## config.mk

```make
export PLATFORM = sky130hd
export DESIGN_NAME = counter_fsm
export DESIGN_NICKNAME = d
export VERILOG_FILES = /design/src/rtl/counter_fsm.sv
export SDC_FILE = /design/constraint.sdc
export NUM_CORES = 1
export LEC_CHECK = 0
export CORE_AREA = 2 2 39 41
export DETAILED_ROUTE_END_ITERATION = 6
export DIE_AREA = 0 0 41 43
export PLACE_DENSITY_LB_ADDON = 0.15
export SYNTH_ARGS = -nofsm -noshare
export SYNTH_HDL_FRONTEND = slang
export SYNTH_SLANG_ARGS = --single-unit
```

## constraint.sdc

```tcl
create_clock -name clk -period 1.3 [get_ports clk]
set_input_delay 0.26 -clock clk [delete_from_list [all_inputs] [get_ports clk]]
set_output_delay 0.26 -clock clk [all_outputs]
set_load 0.05 [all_outputs]
```

## src/rtl/counter_fsm.sv

```systemverilog
// ============================================================================
// Module   : counter_fsm
// Purpose  : Binary-encoded Moore up-counter FSM (S0..S<MAX_COUNT>) with
//            terminal-count decode and a registered wrap pulse.
// Revision : 1.0 - initial release
// ============================================================================
`default_nettype none

module counter_fsm #(
    parameter int WIDTH     = 4,
    parameter int MAX_COUNT = 15
) (
    input  logic             clk,
    input  logic             rst,
    input  logic             en,
    output logic [WIDTH-1:0] count,
    output logic             tc,
    output logic             wrap
);

    typedef logic [WIDTH-1:0] state_t;

    // State code equals the count value; only the two ends need names.
    localparam state_t C_S0   = '0;
    localparam state_t C_SMAX = MAX_COUNT[WIDTH-1:0];

    state_t r_state;
    state_t w_next;
    logic   r_wrap;
    logic   w_wrap_next;

    always_ff @(posedge clk) begin
        if (rst) begin
            r_state <= C_S0;
            r_wrap  <= 1'b0;
        end else begin
            r_state <= w_next;
            r_wrap  <= w_wrap_next;
        end
    end

    // An X on en falls to the hold path, so the state never goes unknown.
    always_comb begin
        w_next      = r_state;
        w_wrap_next = 1'b0;
        if (r_state > C_SMAX) begin
            w_next = C_S0;
        end else if (en) begin
            if (r_state == C_SMAX) begin
                w_next      = C_S0;
                w_wrap_next = 1'b1;
            end else begin
                w_next = r_state + state_t'(1);
            end
        end
    end

    assign count = r_state;
    assign tc    = (r_state == C_SMAX);
    assign wrap  = r_wrap;

endmodule

`default_nettype wire

```

==> results.py, run 1 <==
metrics = {
    "timing": {
        "period_minus_slack_ns": 1.33,
        "setup_viol": 1,
        "slew_viol_final": 0,
        "fmaxAchievable_mhz": 751,
        "worst_slew_pin_slew_ns": 0.235,
        "period_share_pct": 102,
        "hold_viol_final": 0,
        "final.setup.worst_slack_ns": -0.0314,
        "slew_headroom_pct": 84.3,
        "tns_ns": -0.0314,
        "skew_ns": 0.00385,
        "rsz0062_at_grt": "true",
    },
    "finish": {
        "syn_to_final_growth_pct": 117,
        "nNetsFinal": 43,
        "fill_cells": 135,
        "diodes": 0,
        "drive_gt1_share_pct": 52.6,
    },
    "global_routing": {
        "grt_pass1_vias": 192,
        "overflow": 0,
        "grt_max_degree": 7,
        "grt_pass1_wl_um": 869,
        "grt_antenna_before_repair": 0,
        "grtUsageTotal_pct": 7.83,
    },
    "synth": {
        "synthSimpleGateAreaFrac_pct": 20.8,
        "synth_top_family_by_area": "simple AND/OR/NAND/NOR gates",
        "synthMuxAreaShare_pct": 9.52,
        "synthAdderAreaFrac_pct": 5.95,
        "ys_ff_latch": 5,
        "synth-xor-area-share_pct": 4.17,
        "yosysSeqAreaShare_pct": 47.6,
        "synth_cell_types": 14,
        "synth_area_per_cell_sq_um": 9.55,
        "yosys_warnings": 0,
        "syn-cell-area_sq_um": 210,
        "synthCells": 22,
        "synth_compound_gate_area_share_pct": 9.52,
        "synth_fp_nets": 26,
    },
    "power_and_ir_drop": {
        "sequentialPowerShare_pct": 37.5,
        "p_sw_uw": 116,
        "p_per_area_nw_per_um2": 969,
        "p_clk_share_pct": 40.9,
        "p_leak_nw": 0.186,
        "comb_power_share_pct": 21.6,
        "p_sw_share_pct": 26.3,
        "peakVddDrop_mv": 0.540,
        "power.internal_uw": 326,
    },
    "worst_setup_path": {
        "timing.rr.end": "count[3]",
        "path_class": "reg -> out",
        "path_max_fanout": 2,
        "crit_arrival_ns": 1.07,
        "startpoint": "count[0]",
        "reg2reg_depth": 5,
        "r2r_start": "count[0]",
        "endpoint": "tc",
        "end_kind": "output pin",
        "worstPathRequired_ns": 1.04,
        "rrSetupSlack_ns": 0.27,
        "startpoint_type": "flop",
    },
    "clock_network": {
        "clk_path_buf_depth": 2,
        "clk_latency_ns": 0.24,
        "h-tree-depth": 1,
        "clockRootBuffer": "clkbuf_4",
        "cts_buffers": 3,
        "postCtsHoldBufs": 0,
        "clk_pin_slew_ns": 0.05,
        "cts.sinks": 5,
        "tritoncts": "yes",
    },
    "flow_run": {
        "drv_cap": 0,
    },
    "hold_path": {
        "hold_path.class": "reg -> reg",
    },
    "run_status": {
        "status": "finished, violations left",
        "failed_checks": "setup timing",
    },
    "place": {
        "place_congestion": 0.769,
        "port_buffers": 8,
        "place_ws_ns": -0.0105,
    },
    "routing": {
        "drtIter0Drc": 6,
        "num_vias": 226,
        "firstDrtPassIters": 2,
        "antenna_left": 0,
        "drcViolationCount": 0,
        "vias_per_cell": 4.19,
        "routed_wl_um": 588,
        "wire_per_inst_um": 10.9,
    },
    "floorplanning": {
        "fp.dieW_um": 41,
        "chipHeight_um": 43,
        "coreArea_sq_um": 1380,
        "dieArea_sq_um": 1760,
        "io_pins": 9,
        "rows": 14,
        "initial_utilization_pct": 15.2,
    },
}
==> how the worst min path moves through the flow <==
stage | start | endpoint | cells after the start
2_1_floorplan | rst | count[0] | 1
3_3_place_gp | count[1] | count[1] | 2
3_5_place_dp | count[1] | count[1] | 2
4_1_cts | count[2] | count[2] | 2
5_1_grt | count[2] | count[2] | 2
6_report | count[2] | count[2] | 2
==> cell usage after synthesis, drive strengths merged <==
master / count / area, sq um
a21oi: 1 / 5.00
a31oi: 1 / 6.26
a41oi: 1 / 8.76
and3: 1 / 6.26
and3b: 1 / 8.76
clkbuf: 1 / 5.00
dfxtp: 5 / 100
ha: 1 / 12.5
mux2i: 2 / 20.0
nand2: 1 / 3.75
nand3: 1 / 5.00
nor2: 4 / 15.0
nor3: 1 / 5.00
xor2: 1 / 8.76
==> worst max-delay path, stage by stage, from the launching register on <==
cell	delay, ns
dfxtp_4	0.34
ha_4	0.15
and3_4	0.18
buf_12	0.14
==> state kept, by name (all words and copies together) (netlist names) <==
signal and flops:
count 4, wrap 1
==> placed cells by master (no fill, tap or decap), drive strengths merged <==
master / instances
nor3: 1
ha: 1
a21oi: 1
a41oi: 1
clkbuf: 4
buf: 11
and3: 1
clkdlybuf4s50: 2
mux2i: 2
xor2: 1
a31oi: 1
dfxtp: 5
nor2: 4
nand3: 1
nand2: 1
and3b: 1
==> routing by layer <==
metal	track usage, %	share of wire, %	up-vias
li1	-	-	110
met1	8.36	41	108
met2	10.9	48	8
met3	8.90	11	0
met4	0	0	0
met5	0	0	-
==> power by group through the flow <==
stage	logic (mW)	clock network [mW]	registers (mW)
after global routing	0.101	0.197	0.167
after CTS	0.0943	0.187	0.166
after global placement	0.0696	0	0.174
after floorplan	0.0170	0	0.189
after detailed placement	0.0688	0	0.174
final	0.0954	0.181	0.166
==> layout make-up <==
cell class                 count  area (sq um)  share of cell area [%]
timing repair buffer          13           178                    38.9
sequential                     5           110                    24.1
multi-input combinational     16           123                    26.8
tap                           16          20.0                    4.38
clock buffer                   4          26.3                    5.75
==> what timing repair did <==
action | CTS | global route
buffers inserted | 5 | 0
gates resized for setup | 2 | 0
endpoints found under the setup margin | 1 | 1
pin swaps | 1 | 0
==> per-stage QoR <==
| stage | cells | utilization (%) | cell area, sq um | total power [mW] | hold slack [ns] |
|---|---|---|---|---|---|
| 2_1_floorplan | 22 | - | 225 | 0.206 | 0.323 |
| 3_3_place_gp | 45 | 27.5 | 380 | 0.244 | 0.550 |
| 3_5_place_dp | 45 | 27.5 | 380 | 0.243 | 0.540 |
| 4_1_cts | 54 | 33.0 | 457 | 0.448 | 0.604 |
| 5_1_grt | 54 | 33.0 | 457 | 0.465 | 0.637 |
| 6_report | 54 | 33.0 | 457 | 0.443 | 0.596 |
==> logic make-up after synthesis <==
| kind of cell | after synthesis |
|---|---|
| xor+xnor | 1 |
| compound gates | 3 |
| flops | 5 |
| mux | 2 |
| fa+ha+maj | 1 |
| buf+inv | 1 |
| simple gates | 9 |
(Power assumes the default switching activity.)
==> inputs of run 2 (changes only) <==
- REMOVE_ABC_BUFFERS: not set -> 1
==> run 2 against run 1 <==
The flow still finishes with violations (setup timing). Design area decreased by 1.6%. Global-route usage decreased by 1.2 points. Sequential power about the same. First-iteration DRC count increased by 17%. Wire length decreased by 14%. Flip-flop and latch count unchanged. Core utilization decreased by 0.54 points. Clock skew decreased by 0.0032 ns. Clock-buffer cell count unchanged. Non-clock buffer count unchanged. Register-to-register slack about the same.
==> results.py, run 2 (same netlist as run 1, synthesis figures left out) <==
metrics = {
    "run_status": {
        "status": "finished, violations left",
        "failed_checks": "setup timing",
    },
    "clock_network": {
        "clk_pin_slew_ns": 0.04,
        "cts_buffers": 3,
        "clockRootBuffer": "clkbuf_4",
        "tritoncts": "yes",
        "cts.sinks": 5,
        "clk_latency_ns": 0.24,
        "postCtsHoldBufs": 0,
        "clk_path_buf_depth": 2,
        "h-tree-depth": 1,
    },
    "floorplanning": {
        "coreArea_sq_um": 1380,
        "io_pins": 9,
        "initial_utilization_pct": 15.2,
        "rows": 14,
        "chipHeight_um": 43,
        "dieArea_sq_um": 1760,
        "fp.dieW_um": 41,
    },
    "timing": {
        "slew_viol_final": 0,
        "final.setup.worst_slack_ns": -0.00551,
        "hold_viol_final": 0,
        "period_minus_slack_ns": 1.31,
        "tns_ns": -0.00551,
        "worst_slew_pin_slew_ns": 0.252,
        "slew_headroom_pct": 83.1,
        "skew_ns": 0.000620,
        "rsz0062_at_grt": "true",
        "period_share_pct": 100,
        "fmaxAchievable_mhz": 766,
        "setup_viol": 1,
    },
    "finish": {
        "syn_to_final_growth_pct": 114,
        "largest_reg_flops": 4,
        "nNetsFinal": 43,
        "final_cells": 54,
        "drive_gt1_share_pct": 47.4,
        "final_area_sq_um": 449,
        "final_common_cell": "buf_12",
        "utilization_pct": 32.5,
        "final_cell_mix": "buf_12 (6), buf_4 (5), nor2_1 (4)",
        "diodes": 0,
    },
    "routing": {
        "wire_per_inst_um": 9.41,
        "drtIter0Drc": 7,
        "num_vias": 210,
        "vias_per_cell": 3.89,
        "routed_wl_um": 508,
        "antenna_left": 0,
        "firstDrtPassIters": 2,
        "drcViolationCount": 0,
    },
    "flow_run": {
        "drv_cap": 0,
    },
    "power_and_ir_drop": {
        "p_leak_nw": 0.185,
        "peakVddDrop_mv": 0.412,
        "p_per_area_nw_per_um2": 968,
        "finalPower_uw": 435,
    },
    "worst_setup_path": {
        "crit_chain": "ha_4 -> and3_4 -> buf_12",
        "timing.rr.end": "count[0]",
        "path_class": "reg -> out",
        "startpoint": "count[1]",
        "crit_arrival_ns": 1.05,
        "path_max_fanout": 2,
        "slowest_delay_ns": 0.34,
        "worstPathRequired_ns": 1.04,
        "critPathTopFamily": "flip-flops",
        "endpoint": "tc",
        "rrSetupSlack_ns": 0.28,
        "critPathBufInv": 1,
        "cpMaxStageDelayCell": "dfxtp_2",
        "reg2reg_depth": 5,
        "startpoint_type": "flop",
        "end_kind": "output pin",
        "cp.depth": 3,
        "r2r_start": "count[1]",
    },
    "place": {
        "placed_area_sq_um": 395,
        "port_buffers": 8,
        "placed_cells": 49,
        "place_congestion": 0.792,
        "dpl.hpwl_um": 366,
    },
    "global_routing": {
        "grt_pass1_wl_um": 779,
        "grt_max_degree": 7,
        "overflow": 0,
        "grt_antenna_before_repair": 0,
        "grtUsageTotal_pct": 6.62,
        "grt_pass1_vias": 196,
    },
    "hold_path": {
        "hold_path.class": "reg -> reg",
    },
}
run 2: layout make-up:
class,count,area [sq um]
timing repair buffer,13,178
clock buffer,4,26.3
sequential,5,103
multi-input combinational,16,123
tap,16,20.0
fill,139,935
run 2: timing repair:
item                       4_1_cts  5_1_grt
resized for setup                5        0
pin swaps                        2        0
setup endpoints to repair        1        1
buffers inserted                 1        0
run 2: worst min path at each step:
stage             start       end  slack (ns)  cells past startpoint
2_1_floorplan       rst  count[0]        0.33                      1
3_3_place_gp   count[1]  count[1]        0.59                      3
3_5_place_dp   count[1]  count[1]        0.61                      3
4_1_cts        count[0]  count[1]        0.63                      3
5_1_grt        count[0]  count[1]        0.67                      3
6_report       count[0]  count[1]        0.63                      3
run 2: worst reg2reg max path: stages (launching register included):
cell and delay (ns):
dfxtp_2 0.33, ha_4 0.16, buf_4 0.13, a31oi_1 0.15, mux2i_1 0.09, nor2_1 0.10
run 2: routing by layer:
layer  vias up  track usage [%]  wire [um]
met2         7             7.50        224
met3         0             3.14         41
li1        110                -          -
met5         -                0          0
met4         0             4.00          0
met1        93             9.62        242
run 2: report_power, final:
group / leakage (nW) / switching (mW) / total [mW] / internal [mW]
sequential: 0.0414 / 0.00555 / 0.166 / 0.161
clock: 0.0150 / 0.0633 / 0.179 / 0.116
combinational: 0.128 / 0.0438 / 0.0889 / 0.0451
run 2: per-stage QoR:
step                      setup WS (ns)  hold WS, ns
after CTS                      -0.00725        0.630
after global routing            -0.0464        0.666
after global placement           0.0253        0.595
final                          -0.00551        0.629
after detailed placement         0.0258        0.611
after floorplan                  -0.431        0.332
==> inputs of run 3 (changes only) <==
- clock period: 1.3 -> 1.35 ns (I/O delays scaled with it)
==> run 3 against run 2 <==
The flow now finishes without violations. Flip-flop and latch count unchanged. First-iteration DRC count down 57%. Clock skew up 0.0040 ns. Non-clock buffer count up 1. Via count up 9.5%. Sequential power down 4%. Highest routed layer unchanged.
==> results.py, run 3 (same netlist as run 1, synthesis figures left out) <==
metrics = {
    "worst_setup_path": {
        "path_max_fanout": 2,
        "crit_arrival_ns": 1.05,
        "startpoint_type": "flop",
        "slowest_delay_ns": 0.33,
        "crit_chain": "ha_4 -> and3_4 -> buf_12",
        "cpMaxStageDelayCell": "dfxtp_2",
        "worstPathRequired_ns": 1.08,
        "path_class": "reg -> out",
        "end_kind": "output pin",
    },
    "finish": {
        "largest_reg_flops": 4,
        "fill_cells": 148,
        "drive_gt1_share_pct": 48.7,
        "nNetsFinal": 44,
        "final_cell_mix": "buf_12 (6), buf_4 (6), nor2_1 (4)",
        "syn_to_final_growth_pct": 117,
        "diodes": 0,
    },
    "timing": {
        "final.setup.worst_slack_ns": 0.0306,
        "tns_ns": 0,
        "slew_viol_final": 0,
        "worst_slew_pin_slew_ns": 0.239,
        "setup_viol": 0,
        "slew_headroom_pct": 84.0,
        "period_share_pct": 97.7,
        "hold_viol_final": 0,
        "period_minus_slack_ns": 1.32,
        "skew_ns": 0.00466,
        "rsz0062_at_grt": "true",
        "fmaxAchievable_mhz": 758,
    },
    "run_status": {
        "status": "complete, no violations",
    },
    "floorplanning": {
        "dieArea_sq_um": 1760,
        "io_pins": 9,
        "initial_utilization_pct": 15.2,
        "fp.dieW_um": 41,
        "coreArea_sq_um": 1380,
        "rows": 14,
        "chipHeight_um": 43,
    },
    "global_routing": {
        "grt_pass1_vias": 214,
        "grt_pass1_wl_um": 890,
        "grt_busiest_layer": "met2",
        "overflow": 0,
        "grt_max_degree": 7,
        "grt_use_met2_pct": 10.6,
        "grt_antenna_before_repair": 0,
        "use_met3_pct": 3.14,
        "grtUsageMet1_pct": 9.00,
        "grtUsageTotal_pct": 8.03,
    },
    "routing": {
        "drtIter0Drc": 3,
        "antenna_left": 0,
        "drcViolationCount": 0,
        "num_vias": 230,
        "firstDrtPassIters": 4,
        "wire_per_inst_um": 10.1,
        "routed_wl_um": 554,
        "vias_per_cell": 4.18,
    },
    "power_and_ir_drop": {
        "p_per_area_nw_per_um2": 926,
        "p_leak_nw": 0.190,
        "peakVddDrop_mv": 0.343,
        "finalPower_uw": 423,
    },
    "place": {
        "place_ws_ns": 0.0689,
        "place_congestion": 0.727,
        "port_buffers": 8,
        "dpl.hpwl_um": 395,
    },
    "clock_network": {
        "clockRootBuffer": "clkbuf_4",
        "cts_buffers": 3,
        "cts.sinks": 5,
        "clk_pin_slew_ns": 0.05,
        "postCtsHoldBufs": 0,
        "tritoncts": "yes",
        "clk_latency_ns": 0.24,
        "clk_path_buf_depth": 2,
        "h-tree-depth": 1,
    },
    "hold_path": {
        "hold_path.class": "reg -> reg",
    },
    "flow_run": {
        "drv_cap": 0,
    },
}
run 3: cell types whose count changed in the layout (fill, tap and decap cells not counted), sizes merged:
cell	delta
buf	+1
run 3: worst max-delay path, delay by kind of cell (launching register included):
family | cells | cell delay (ns)
buffers and inverters | 1 | 0.14
AND/OR/NAND/NOR | 1 | 0.18
adder cells (fa/ha/maj) | 1 | 0.15
flip-flops | 1 | 0.33
run 3: layout make-up:
type | count | area [sq um] | area share, %
clock buffer | 4 | 26.3 | 5.75
timing repair buffer | 14 | 185 | 40.5
tap | 16 | 20.0 | 4.38
sequential | 5 | 103 | 22.5
multi-input combinational | 16 | 123 | 26.8
run 3: worst paths after layout:
kind                                from       end  slack, ns  depth (start not counted)
worst min-delay path            count[1]  count[1]       0.64                          3
worst min register to register  count[1]  count[1]       0.64                          3
worst max-delay path            count[0]        tc       0.03                          3
worst max register to register  count[0]  count[0]       0.22                          6
run 3: stage by stage:
stage	area (sq um)	utilization, %	cells	hold WS, ns
finish	457	33.0	55	0.642
global route	457	33.0	55	0.686
CTS	449	32.5	54	0.634
detailed placement	395	28.6	49	0.625
global placement	395	28.6	49	0.597
floorplan	205	-	21	0.342
run 3: power breakdown:
part	total, mW	internal, mW	switching (mW)
Combinational	0.0870	0.0441	0.0429
Clock	0.175	0.112	0.0635
Sequential	0.160	0.155	0.00534
run 3: timing repair:
item / CTS / global route
gates resized for setup: 5 / 0
gates cloned: 0 / 0
pin swaps: 1 / 1
setup buffers: 1 / 1
setup endpoints to repair: 1 / 1
run 3: per-layer routing:
layer / vias up / part of all wire, %
met5: - / 0
met4: 0 / 0
met3: 0 / 9.4
met2: 9 / 46
met1: 108 / 44
li1: 113 / -
